`src/rtl/riscv_csr_ctrl_pkg.sv`:
```
// Shared constants and types for the CSR requester: op codes, machine-mode CSR
// addresses, the ECALL cause value and the controller state encoding.
package riscv_constants;

  localparam int XLEN   = 32;
  localparam int CSR_AW = 12;

  localparam logic [CSR_AW-1:0] CSR_MTVEC  = 12'h305;
  localparam logic [CSR_AW-1:0] CSR_MEPC   = 12'h341;
  localparam logic [CSR_AW-1:0] CSR_MCAUSE = 12'h342;

  localparam int CAUSE_ECALL_M = 11;

  // Encodings 6 and 7 are reserved and reported as illegal.
  typedef enum logic [2:0] {
    CSR_OP_NONE  = 3'd0,
    CSR_OP_RW    = 3'd1,
    CSR_OP_RS    = 3'd2,
    CSR_OP_RC    = 3'd3,
    CSR_OP_ECALL = 3'd4,
    CSR_OP_MRET  = 3'd5
  } csr_op_e;

  typedef enum logic [2:0] {
    ST_IDLE,
    ST_READ,
    ST_WRITE,
    ST_T_EPC,
    ST_T_CAUSE,
    ST_T_VEC,
    ST_M_EPC,
    ST_RESP
  } csr_ctrl_state_t;

endpackage

```
`src/rtl/riscv_csr_alu.sv`:
```
// Read-modify-write value for Zicsr ops. Set/clear with a zero mask leave the
// CSR untouched, so they report do_write=0 and no write is issued.
module riscv_csr_alu
  import riscv_constants::*;
#(
  parameter int W = XLEN
) (
  input  logic [2:0]   op,
  input  logic [W-1:0] old_value,
  input  logic [W-1:0] src,
  output logic [W-1:0] new_value,
  output logic         do_write
);

  // NOTE: every combinational output gets a default before the case, so no
  // path through the block leaves it unassigned and no latch is inferred.
  always_comb begin
    new_value = '0;
    do_write  = 1'b0;
    case (op)
      CSR_OP_RW: begin
        new_value = src;
        do_write  = 1'b1;
      end
      CSR_OP_RS: begin
        new_value = old_value | src;
        do_write  = (src != '0);
      end
      CSR_OP_RC: begin
        new_value = old_value & ~src;
        do_write  = (src != '0);
      end
      default: ;
    endcase
  end

endmodule

```
`src/rtl/riscv_csr_ctrl.sv`:
```
// CSR register-file requester: takes one CSR instruction from execute, sequences
// the CSR file reads/writes (RMW, ECALL trap entry, MRET), and returns the result.
module riscv_csr_ctrl
  import riscv_constants::*;
#(
  parameter int                    WORD_LENGTH = XLEN,
  parameter int                    CSR_ADDR_W  = CSR_AW,
  parameter logic [CSR_ADDR_W-1:0] MTVEC_ADDR  = CSR_MTVEC,
  parameter logic [CSR_ADDR_W-1:0] MEPC_ADDR   = CSR_MEPC,
  parameter logic [CSR_ADDR_W-1:0] MCAUSE_ADDR = CSR_MCAUSE,
  parameter int                    ECALL_CAUSE = CAUSE_ECALL_M
) (
  input  logic                   clk,
  input  logic                   rst_n,
  input  logic                   req_valid,
  output logic                   req_ready,
  input  logic [2:0]             req_op,
  input  logic [CSR_ADDR_W-1:0]  req_addr,
  input  logic [WORD_LENGTH-1:0] req_src,
  input  logic [WORD_LENGTH-1:0] req_pc,
  output logic                   rsp_valid,
  input  logic                   rsp_ready,
  output logic [WORD_LENGTH-1:0] rsp_rdata,
  output logic                   rsp_redirect,
  output logic [WORD_LENGTH-1:0] rsp_target,
  output logic                   rsp_illegal,
  output logic                   csr_wen,
  output logic [CSR_ADDR_W-1:0]  csr_addr,
  output logic [WORD_LENGTH-1:0] csr_wdata,
  input  logic [WORD_LENGTH-1:0] csr_rdata
);

  // Direct-mode trap vector: the low two mode bits of mtvec are not part of the PC.
  localparam logic [WORD_LENGTH-1:0] VEC_MASK = ~WORD_LENGTH'(3);

  csr_ctrl_state_t        state_q, state_d;
  logic [2:0]             op_q;
  logic [CSR_ADDR_W-1:0]  addr_q;
  logic [WORD_LENGTH-1:0] src_q, pc_q, new_q, rdata_q, target_q;
  logic                   redirect_q, illegal_q;
  logic [WORD_LENGTH-1:0] alu_new;
  logic                   alu_do_write;
  logic                   accept;

  assign accept = req_valid && (state_q == ST_IDLE);

  riscv_csr_alu #(.W(WORD_LENGTH)) u_alu (
    .op        (op_q),
    .old_value (csr_rdata),
    .src       (src_q),
    .new_value (alu_new),
    .do_write  (alu_do_write)
  );

  // NOTE: sequential state uses non-blocking assignments so every flop samples
  // pre-edge values regardless of statement order.
  always_ff @(posedge clk or negedge rst_n) begin
    if (!rst_n) state_q <= ST_IDLE;
    else        state_q <= state_d;
  end

  // Write strobe and address are decoded from state alone, so an asynchronous
  // reset that returns state to IDLE kills any in-flight write immediately.
  always_comb begin
    state_d   = state_q;
    csr_wen   = 1'b0;
    csr_addr  = '0;
    csr_wdata = '0;
    case (state_q)
      ST_IDLE: begin
        if (req_valid) begin
          case (req_op)
            CSR_OP_RW, CSR_OP_RS, CSR_OP_RC: state_d = ST_READ;
            CSR_OP_ECALL:                    state_d = ST_T_EPC;
            CSR_OP_MRET:                     state_d = ST_M_EPC;
            default:                         state_d = ST_RESP;
          endcase
        end
      end
      ST_READ: begin
        csr_addr = addr_q;
        state_d  = alu_do_write ? ST_WRITE : ST_RESP;
      end
      ST_WRITE: begin
        csr_wen   = 1'b1;
        csr_addr  = addr_q;
        csr_wdata = new_q;
        state_d   = ST_RESP;
      end
      ST_T_EPC: begin
        csr_wen   = 1'b1;
        csr_addr  = MEPC_ADDR;
        csr_wdata = pc_q;
        state_d   = ST_T_CAUSE;
      end
      ST_T_CAUSE: begin
        csr_wen   = 1'b1;
        csr_addr  = MCAUSE_ADDR;
        csr_wdata = WORD_LENGTH'(ECALL_CAUSE);
        state_d   = ST_T_VEC;
      end
      ST_T_VEC: begin
        csr_addr = MTVEC_ADDR;
        state_d  = ST_RESP;
      end
      ST_M_EPC: begin
        csr_addr = MEPC_ADDR;
        state_d  = ST_RESP;
      end
      ST_RESP: begin
        if (rsp_ready) state_d = ST_IDLE;
      end
      default: state_d = ST_IDLE;
    endcase
  end

  always_ff @(posedge clk or negedge rst_n) begin
    if (!rst_n) begin
      op_q       <= '0;
      addr_q     <= '0;
      src_q      <= '0;
      pc_q       <= '0;
      new_q      <= '0;
      rdata_q    <= '0;
      target_q   <= '0;
      redirect_q <= 1'b0;
      illegal_q  <= 1'b0;
    end else begin
      case (state_q)
        ST_IDLE: begin
          if (accept) begin
            op_q       <= req_op;
            addr_q     <= req_addr;
            src_q      <= req_src;
            pc_q       <= req_pc;
            new_q      <= '0;
            rdata_q    <= '0;
            target_q   <= '0;
            redirect_q <= 1'b0;
            illegal_q  <= !(req_op inside {CSR_OP_RW, CSR_OP_RS, CSR_OP_RC,
                                           CSR_OP_ECALL, CSR_OP_MRET});
          end
        end
        ST_READ: begin
          rdata_q <= csr_rdata;
          new_q   <= alu_new;
        end
        ST_T_VEC: begin
          target_q   <= csr_rdata & VEC_MASK;
          redirect_q <= 1'b1;
        end
        ST_M_EPC: begin
          target_q   <= csr_rdata;
          redirect_q <= 1'b1;
        end
        default: ;
      endcase
    end
  end

  // req_ready is gated by rst_n so it reads 0 for the whole reset window.
  assign req_ready    = rst_n && (state_q == ST_IDLE);
  assign rsp_valid    = (state_q == ST_RESP);
  assign rsp_rdata    = rdata_q;
  assign rsp_redirect = redirect_q;
  assign rsp_target   = target_q;
  assign rsp_illegal  = illegal_q;

endmodule
```
`config.mk`:
```
export PLATFORM = sky130hd
export DESIGN_NAME = riscv_csr_ctrl
export DESIGN_NICKNAME = d
export VERILOG_FILES = /design/src/rtl/riscv_csr_ctrl_pkg.sv /design/src/rtl/riscv_csr_alu.sv /design/src/rtl/riscv_csr_ctrl.sv
export SDC_FILE = /design/constraint.sdc
export NUM_CORES = 1
export LEC_CHECK = 0
export ABC_AREA = 1
export CORE_MARGIN = 10
export CORE_UTILIZATION = 48
export DETAILED_ROUTE_END_ITERATION = 10
export DONT_BUFFER_PORTS = 1
export PLACE_DENSITY = 0.73
export SYNTH_ARGS = -nofsm -noshare
export SYNTH_HDL_FRONTEND = slang
export SYNTH_SLANG_ARGS = --single-unit
```
`constraint.sdc`:
```
create_clock -name clk -period 1.35 [get_ports clk]
set_clock_uncertainty 0.05 [all_clocks]
set_input_delay 0.3375 -clock clk [delete_from_list [all_inputs] [get_ports clk]]
set_output_delay 0.3375 -clock clk [all_outputs]
set_load 0.05 [all_outputs]
```
; ---- Word level (Yosys, flattened, before mapping)
; Cells that the tools add are included.
[classes]
eq_ne = 18
mux = 16
bitwise = 3
n_reduce_logical = 21
[ops]
columns = operator, count
row1 = $pmux 32 s3, 3
row2 = $pmux 32 s2, 2
row3 = $pmux 12 s4, 1
row4 = $and 32x32->32, 1
row5 = $mux 32, 1
row6 = $not 32->32, 1
row7 = $or 32x32->32, 1
row8 = $reduce_bool 32->1, 1
row9 = $eq 3x2->1 const B, 6
row10 = $eq 3x3->1 const B, 6
row11 = $pmux 3 s6, 1
row12 = $reduce_and 2->1, 5
row13 = $eq 3x1->1 const B, 3
row14 = $mux 3, 3
row15 = $pmux 3 s3, 1
row16 = $reduce_or 3->1, 3
row17 = $reduce_or 2->1, 4
row18 = $reduce_bool 5->1, 1
row19 = $ne 2x2->1 const B, 2
row20 = $pmux 1 s2, 2
row21 = $reduce_bool 2->1, 2
row22 = $logic_not 3->1, 1
row23 = $reduce_bool 3->1, 1
row24 = $logic_and 1x1->1, 2
row25 = other kinds (3), 4
[word_totals]
ff_bits = 180
input_bits = 115
output_inout_bits = 113
wordCells = 68

; ---- Depth between registers and ports, before layout
; Gate-level depths: netlist of run 1.
[depth]
depth_word = 5
depth_mapped = 10

; ---- Cells and area by module
; Synthesis of run 1 repeated with hierarchy kept, for this count alone.
[hier_totals]
cells_unflattened = 984
area_unflattened_um2 = 8222.9
[by_module_without_submodules]
columns = mod, n_inst, cells_per_inst, area_each_um2, seq_area_each_um2
row1 = riscv_csr_ctrl, 1, 841, 7447.1, 4504.3
row2 = riscv_csr_alu, 1, 143, 775.7, 0.0

; ---- Least setup slack after synthesis of run 1
; OpenSTA, ideal clock, no wires.
[synth_timing]
kind = register to output
startpoint = register state_q[2]
endpoint = output csr_wdata[25]
t_arrival_ps = 2070
required_time_ps = 962
path_slack_ps = -1108
path_stages_with_launch = 6
n_path_buf = 2
path_cell_list = dfrtp_1 -> inv_2 -> buf_2 -> nand2_1 -> clkbuf_1 -> o21ai_0
[synth_via]
elab_chain_len = 2
[synth_rtl]
columns = element, line
row1 = start: declaration, riscv_csr_ctrl.sv:36  ; csr_ctrl_state_t state_q, state_d;
row2 = start signal: assignment, riscv_csr_ctrl.sv:59  ; else state_q <= state_d;
row3 = $eq 3x3->1 or $eq 3x2->1 (tied branches), riscv_csr_ctrl.sv:69  ; case (state_q)
row4 = $pmux 32 s3 (*), riscv_csr_ctrl.sv:69
row5 = end: declaration, riscv_csr_ctrl.sv:29  ; output logic [WORD_LENGTH-1:0] csr_wdata,
; Mark *: on every way between the ends. The rest lies on a longest branch, timed or not.

; ---- Worst setup path in the final report of run 1
[layout_timing]
startpoint = register state_q[0]
endpoint = output csr_wdata[22]
; Same word-level chain as after synthesis.

==> metrics, run 1 <==
total power divided by cell area 2950 nW/um^2; share of final-layout standard cells stronger than drive strength 1 0.264; mean area per synthesized cell 8.48 um^2; Die Area 22000 um^2; endpoint type of the worst setup path output pin; Yosys warning count 0; sum of net half-perimeters after detailed placement 17600 um; Final TNS setup -99710 ps; remaining antenna violation count 0; cell total after placement 1211; final worst-path setup slack -818 ps; pins over their slew limit 0; CTS tree done; sequential cell area fraction in the yosys report 0.570; height of the die 148 um; final global-route overflow total 0; die span in x 148 um; Max-Cap Viols 0; Critical-path top delay cell sky130_fd_sc_hd__dfrtp_2; DRC 0; clock latency on the worst-skew pair 430 ps; setup slack after placement -345 ps; type of the setup path with the least slack reg -> out; cell at the root of the clock tree sky130_fd_sc_hd__clkbuf_16; initial DRC count 707; initial cell density of the core 0.494; Max rail drop VDD 0.00144 V; Clock Path Buffers 2; result of the run finished with violations; count of flip-flops with a built-in enable after synthesis 0; H-Tree Depth 4; clk slew on worst S/H paths 70 ps; Post-Synthesis Net Count 1046; failing checks hold timing, setup timing; period utilisation layout 1.61; ratio of routed vias to standard cells 5.62; via count of the first global-routing pass 7728; Final Hold Vio Count 180; proportion of synthesized flip-flops having asynchronous set or reset 1.00; number of nets in the final layout 1232; crit path DAT 1780 ps; number of buffer cells added on primary ports 0; total wirelength of the detailed-routed design 30500 um; Sequential Area 4510 um^2; total setup violations reported at the end of the flow 293; primary flip-flop cell chosen by synthesis mapping sky130_fd_sc_hd__dfrtp_1; highest fanout seen on the critical path 8; leakage power 5.61 nW; TritonCTS Sinks 180; via count 7571; hold crit path type in -> async; synth unique cells 28; standard-cell row count 46; RSZ-0062 raised after global routing true; Top delay family on crit path buffers and inverters; I/O pin total 228; worst slack on hold paths -456 ps; total area of multi-input combinational cells 3280 um^2; total inserted antenna cells 0; Post-Syn Area 7900 um^2; pin count of the biggest net entering global routing 182; antenna violations before repair 0; layout filler cell count 1075; combined buffer and inverter count along the critical path 3; slew at the pin with the worst max-slew slack 557 ps; first-pass GRT wire length 44700 um; floorplan core area 16000 um^2; number of synthesized register bits 180; post-route total power 34.7 mW; fin crit period 2170 ps; number of search-and-repair iterations in the first detailed-routing pass 7; achievable clock frequency 0.461 GHz; global-route usage over all layers 0.262; Area Overhead vs Synth 48.8%; required time at the worst-slack endpoint 960 ps; gate count of the mapped netlist 931; clock buffer count from CTS 17; cell chain of the critical path nand2_4 -> nor2_4 -> buf_12 -> clkbuf_16 -> nand2_1 -> o21ai_2 -> buf_6; WL/cell 22.7 um; Non-Filler Instances 1346; sort of element at the start of the critical path flip-flop; largest incremental delay on the critical path 460 ps; normalized max-slew margin 0.629; Final GP Congestion 0.860
## worst reg2reg max path: stages, from the launching register on
cell and delay, ps:
sky130_fd_sc_hd__dfrtp_2 460, sky130_fd_sc_hd__inv_2 110, sky130_fd_sc_hd__buf_4 110, sky130_fd_sc_hd__buf_6 110, sky130_fd_sc_hd__nand3_2 210, sky130_fd_sc_hd__inv_2 190, sky130_fd_sc_hd__buf_4 220, sky130_fd_sc_hd__o211ai_1 140
sky130_fd_sc_hd__o21ai_0 90
## layer usage
metal  share of wire  GRT usage  vias up
met2            0.51      0.454      388
met4           0.033     0.0932        0
met5               0          0        -
li1                -          -     3418
met1            0.37      0.296     3701
met3           0.089     0.0859       64
## synth_stat cells, types with 2 or more instances
library cell / count / share of area
sky130_fd_sc_hd__o211ai_1: 12 / 0.011
sky130_fd_sc_hd__nand2_1: 247 / 0.12
sky130_fd_sc_hd__a21oi_1: 18 / 0.011
sky130_fd_sc_hd__nor2_2: 2 / 0.0016
sky130_fd_sc_hd__o22ai_1: 15 / 0.012
sky130_fd_sc_hd__nand4_1: 8 / 0.0063
sky130_fd_sc_hd__o21ai_1: 46 / 0.029
sky130_fd_sc_hd__buf_4: 7 / 0.0067
sky130_fd_sc_hd__inv_2: 7 / 0.0033
sky130_fd_sc_hd__o221ai_1: 7 / 0.0078
sky130_fd_sc_hd__nor2_1: 33 / 0.016
sky130_fd_sc_hd__nor3_1: 14 / 0.0089
sky130_fd_sc_hd__nand3_1: 76 / 0.048
sky130_fd_sc_hd__o21ai_0: 101 / 0.064
sky130_fd_sc_hd__inv_1: 103 / 0.049
sky130_fd_sc_hd__clkbuf_1: 13 / 0.0062
sky130_fd_sc_hd__dfrtp_1: 180 / 0.57
sky130_fd_sc_hd__buf_2: 32 / 0.020
## cells by family (layout without fill, tap and decap cells)
| family | after synthesis | in the layout | synth area share |
|---|---|---|---|
| AND/OR/NAND/NOR | 384 | 384 | 0.203 |
| flip-flops | 180 | 180 | 0.570 |
| AO/OA/AOI/OAI | 203 | 203 | 0.140 |
| buffers and inverters | 164 | 363 | 0.0865 |
## registers in the layout (all words and copies together) (netlist names)
register      count
addr_q           12
new_q            32
rsp_redirect      1
rsp_illegal       1
pc_q             32
rsp_target       32
src_q            32
op_q              3
rsp_rdata        32
state_q           3
## layout make-up
| cell class | instances | area share |
|---|---|---|
| Clock buffer | 19 | 0.0377 |
| Clock inverter | 13 | 0.0133 |
| Inverter | 110 | 0.0375 |
| Multi-Input combinational cell | 587 | 0.279 |
| Sequential cell | 180 | 0.384 |
| Tap cell | 216 | 0.0230 |
| Timing Repair Buffer | 221 | 0.226 |
## worst paths after layout
| path | startpoint | endpoint | slack [ps] | depth (start not counted) |
|---|---|---|---|---|
| hold / removal | rst_n | rsp_rdata[16] | -460 | 0 |
| setup / recovery | state_q[0] | csr_wdata[22] | -820 | 7 |
| hold reg to reg | pc_q[17] | pc_q[17] | 430 | 2 |
| max in group asynchronous | rst_n | state_q[1] | 1280 | 0 |
| setup reg to reg | state_q[1] | new_q[11] | -430 | 8 |
| min in group clk | csr_rdata[6] | rsp_target[6] | 0 | 2 |
## stage by stage
step           utilization  area (um^2)
3_5_place_dp         0.577         9230
3_3_place_gp         0.577         9230
4_1_cts              0.707        11300
6_report             0.734        11800
2_1_floorplan            -         8010
5_1_grt              0.734        11800
## power by group
| group | internal, mW | switching [mW] | leakage (nW) |
|---|---|---|---|
| Combinational | 7.34 | 10.3 | 3.04 |
| Clock | 2.96 | 2.15 | 0.293 |
| Sequential | 7.77 | 4.18 | 2.27 |
## repair_timing
item | in CTS | in global routing
setup endpoints to repair | 293 | 293
gates cloned | 9 | 3
hold buffers | 69 | 1
setup buffers | 13 | 8
pin swaps | 4 | 4
endpoints found under the hold margin | 249 | 181
resized for setup | 123 | 60
## cell usage in the layout, fill, tap and decap left out, drive strengths merged
cell type,count
nand2,248
dfrtp,180
buf,148
o21ai,148
inv,111
nand3,77
dlygate4sd3,70
nor2,35
clkbuf,21
a21oi,18
o22ai,15
nor3,15
o211ai,13
nand4,8
o221ai,7
clkinv,7
bufinv,3
clkinvlp,2
and3,1
a32o,1
a31oi,1
bufbuf,1
No activity file was read; power rests on OpenSTA's default activity.
==> run 2: changes to the inputs <==
ABC_AREA = 0   (was 1)
==> metrics, run 2 <==
total wirelength of the detailed-routed design 38400 um (was 30500 um); WL/cell 28.5 um (was 22.7 um); slew at the pin with the worst max-slew slack 553 ps (was 557 ps); antenna violations before repair 2 (was 0); leading cell types by count after synthesis sky130_fd_sc_hd__nand2_1 (317), sky130_fd_sc_hd__dfrtp_1 (180), sky130_fd_sc_hd__o21ai_0 (64), sky130_fd_sc_hd__a22o_1 (60), sky130_fd_sc_hd__a21oi_1 (34) (was sky130_fd_sc_hd__nand2_1 (247), sky130_fd_sc_hd__dfrtp_1 (180), sky130_fd_sc_hd__inv_1 (103), sky130_fd_sc_hd__o21ai_0 (101), sky130_fd_sc_hd__nand3_1 (76)); RSZ-0062 raised after global routing true (unchanged); ratio of routed vias to standard cells 6.35 (was 5.62); number of search-and-repair iterations in the first detailed-routing pass 5 (was 7); cell taking the most area after synthesis sky130_fd_sc_hd__dfrtp_1 (unchanged); sort of element at the start of the critical path flip-flop (unchanged); count of flip-flops with a built-in enable after synthesis 0 (unchanged); area share of the largest cell type after synthesis 0.570 (about the same); gate count of the mapped netlist 859 (was 931); capture point of the worst reg-to-reg path pc_q[23] (was new_q[11]); standard-cell row count 46 (unchanged); synth unique cells 44 (was 28); mean area per synthesized cell 9.19 um^2 (was 8.48 um^2); leading cell type by number of instances after synthesis sky130_fd_sc_hd__nand2_1 (unchanged); Post-Synthesis Net Count 974 (was 1046); number of buffers inserted for hold repair after clock tree synthesis 111 (was 69); standard cell area after detailed placement 9450 um^2 (was 9230 um^2); pin count of the biggest net entering global routing 182 (unchanged); via count 8557 (was 7571); normalized max-slew margin 0.631 (was 0.629); Post-Syn Area 7900 um^2 (about the same); I/O pin total 228 (unchanged); cell total after placement 1119 (was 1211); Area Overhead vs Synth 77.4% (was 48.8%); Final GP Congestion 0.832 (was 0.860); failing checks hold timing, setup timing (unchanged); initial DRC count 924 (was 707); endpoint type of the worst setup path output pin (unchanged); highest fanout seen on the critical path 10 (was 8); Sequential Area 4580 um^2 (was 4510 um^2); crit path DAT 1800 ps (was 1780 ps); hold crit path type in -> async (unchanged); remaining antenna violation count 0 (unchanged); pins over their slew limit 0 (unchanged); final worst-path setup slack -842 ps (was -818 ps); height of the die 148 um (about the same); Yosys warning count 0 (unchanged); post-route total power 38.0 mW (was 34.7 mW); cell at the root of the clock tree sky130_fd_sc_hd__clkbuf_16 (unchanged); Max rail drop VDD 0.00202 V (was 0.00144 V); leakage power 6.66 nW (was 5.61 nW); die span in x 148 um (about the same); primary flip-flop cell chosen by synthesis mapping sky130_fd_sc_hd__dfrtp_1 (unchanged); CTS tree done (unchanged); number of buffer cells added on primary ports 0 (unchanged); final global-route overflow total 0 (unchanged); Die Area 22000 um^2 (about the same); sequential cell area fraction in the yosys report 0.570 (about the same); proportion of synthesized flip-flops having asynchronous set or reset 1.00 (unchanged); H-Tree Depth 4 (unchanged); clk slew on worst S/H paths 70 ps (about the same); total power divided by cell area 2710 nW/um^2 (was 2950 nW/um^2); Max-Cap Viols 0 (unchanged); minimum setup slack among reg-to-reg paths -710 ps (was -430 ps); first-pass GRT wire length 51000 um (was 44700 um); required time at the worst-slack endpoint 960 ps (about the same); worst slack on hold paths -456 ps (about the same); RR Startpoint state_q[2] (was state_q[1]); most frequent cells in the layout sky130_fd_sc_hd__nand2_1 (154), sky130_fd_sc_hd__dfrtp_1 (119), sky130_fd_sc_hd__dlygate4sd3_1 (111) (was sky130_fd_sc_hd__nand2_1 (227), sky130_fd_sc_hd__dfrtp_1 (177), sky130_fd_sc_hd__inv_1 (99)); number of nets in the final layout 1231 (was 1232); DRC 0 (unchanged); global-route usage over all layers 0.299 (was 0.262); Non-Filler Instances 1348 (was 1346); layout filler cell count 662 (was 1075); floorplan core area 16000 um^2 (unchanged); initial cell density of the core 0.494 (about the same); number of cells on the worst reg-to-reg path 12 (was 8); clock buffer count from CTS 17 (unchanged); most common cell after layout, fill and taps aside sky130_fd_sc_hd__nand2_1 (unchanged); fin crit period 2190 ps (was 2170 ps); Clock Path Buffers 2 (unchanged); Final Hold Vio Count 180 (unchanged); result of the run finished with violations (unchanged); sum of net half-perimeters after detailed placement 17300 um (was 17600 um); number of synthesized register bits 180 (unchanged); clock latency on the worst-skew pair 440 ps (was 430 ps); achievable clock frequency 0.456 GHz (was 0.461 GHz); setup slack after placement -383 ps (was -345 ps); period utilisation layout 1.62 (was 1.61); type of the setup path with the least slack reg -> out (unchanged); top area cells in the synthesized netlist sky130_fd_sc_hd__dfrtp_1 (57%), sky130_fd_sc_hd__nand2_1 (15%), sky130_fd_sc_hd__a22o_1 (6.7%) (was sky130_fd_sc_hd__dfrtp_1 (57%), sky130_fd_sc_hd__nand2_1 (12%), sky130_fd_sc_hd__o21ai_0 (6.4%)); total setup violations reported at the end of the flow 292 (was 293); TritonCTS Sinks 180 (unchanged); share of final-layout standard cells stronger than drive strength 1 0.527 (was 0.264); total area of multi-input combinational cells 4710 um^2 (was 3280 um^2); via count of the first global-routing pass 8536 (was 7728); Final Instance Area 14000 um^2 (was 11800 um^2)
-- run 2: cell types whose count changed in the layout (fill, tap and decap cells not counted), sizes merged, moves of 16 or more --
| cell | change |
|---|---|
| inv | -100 |
| o21ai | -77 |
| nand2 | +69 |
| a22o | +60 |
| nand3 | -52 |
| dlygate4sd3 | +41 |
| buf | +30 |
| nor3b | +25 |
| a21oi | +16 |
-- run 2: logic make-up (layout without fill, tap and decap cells) --
group | after synthesis | after routing | share of synthesized area
AOI/OAI and AO/OA | 184 | 184 | 0.151
DFF | 180 | 180 | 0.570
adders and majority gates | 2 | 2 | 0.00254
other | 0 | 3 | 0
and+or+nand+nor | 423 | 423 | 0.232
buffers and inverters | 65 | 335 | 0.0376
muxes | 3 | 3 | 0.00380
xor gates and xnor gates | 2 | 2 | 0.00222
-- run 2: worst max path at each step --
stage | from | end | slack [ps] | cells after the start
3_3_place_gp | src_q[7] | state_q[2] | -390 | 5
6_report | state_q[1] | csr_addr[11] | -840 | 4
3_5_place_dp | src_q[7] | state_q[2] | -380 | 5
2_1_floorplan | state_q[2] | csr_addr[2] | -350 | 5
4_1_cts | state_q[1] | csr_wdata[17] | -740 | 6
5_1_grt | state_q[1] | csr_addr[11] | -880 | 4
-- run 2: worst max-delay path, cell delays in order (launching register included) --
cell                       delay (ps)
sky130_fd_sc_hd__dfrtp_1          420
sky130_fd_sc_hd__buf_6            180
sky130_fd_sc_hd__nand2b_4         180
sky130_fd_sc_hd__a21oi_4          290
sky130_fd_sc_hd__and2_4           300
-- run 2: metal layers --
layer	wire [um]	track usage	vias up	part of all wire
met5	0	0	-	0
met1	13000	0.342	4274	0.34
li1	-	-	3439	-
met3	3840	0.0880	195	0.10
met2	19300	0.513	649	0.50
met4	2310	0.120	0	0.060
-- run 2: through the flow --
stage / util / TNS [ps]
after detailed placement: 0.590 / -59140
after floorplan: - / -46000
after CTS: 0.820 / -122910
after global routing: 0.875 / -154600
after global placement: 0.590 / -53630
final: 0.875 / -142800
-- run 2: area by class of cell --
type | count | share of cell area
antenna | 3 | 0.000536
clock buffer | 19 | 0.0316
clock inverter | 13 | 0.0102
inverter | 5 | 0.00152
multi-input combinational | 614 | 0.336
sequential | 180 | 0.327
tap | 216 | 0.0193
timing repair buffer | 298 | 0.274
-- run 2: where the power goes --
part,switching [mW],internal [mW],total (mW)
Clock,2.36,2.81,5.18
Combinational,10.8,8.96,19.8
Sequential,5.15,7.93,13.1
Total,18.3,19.7,38.0
-- run 2: timing repair --
item | CTS | global route
setup buffers | 51 | 17
cloned | 27 | 9
pin swaps | 102 | 126
resized for setup | 260 | 247
setup endpoints to repair | 292 | 293
endpoints found under the hold margin | 328 | 180
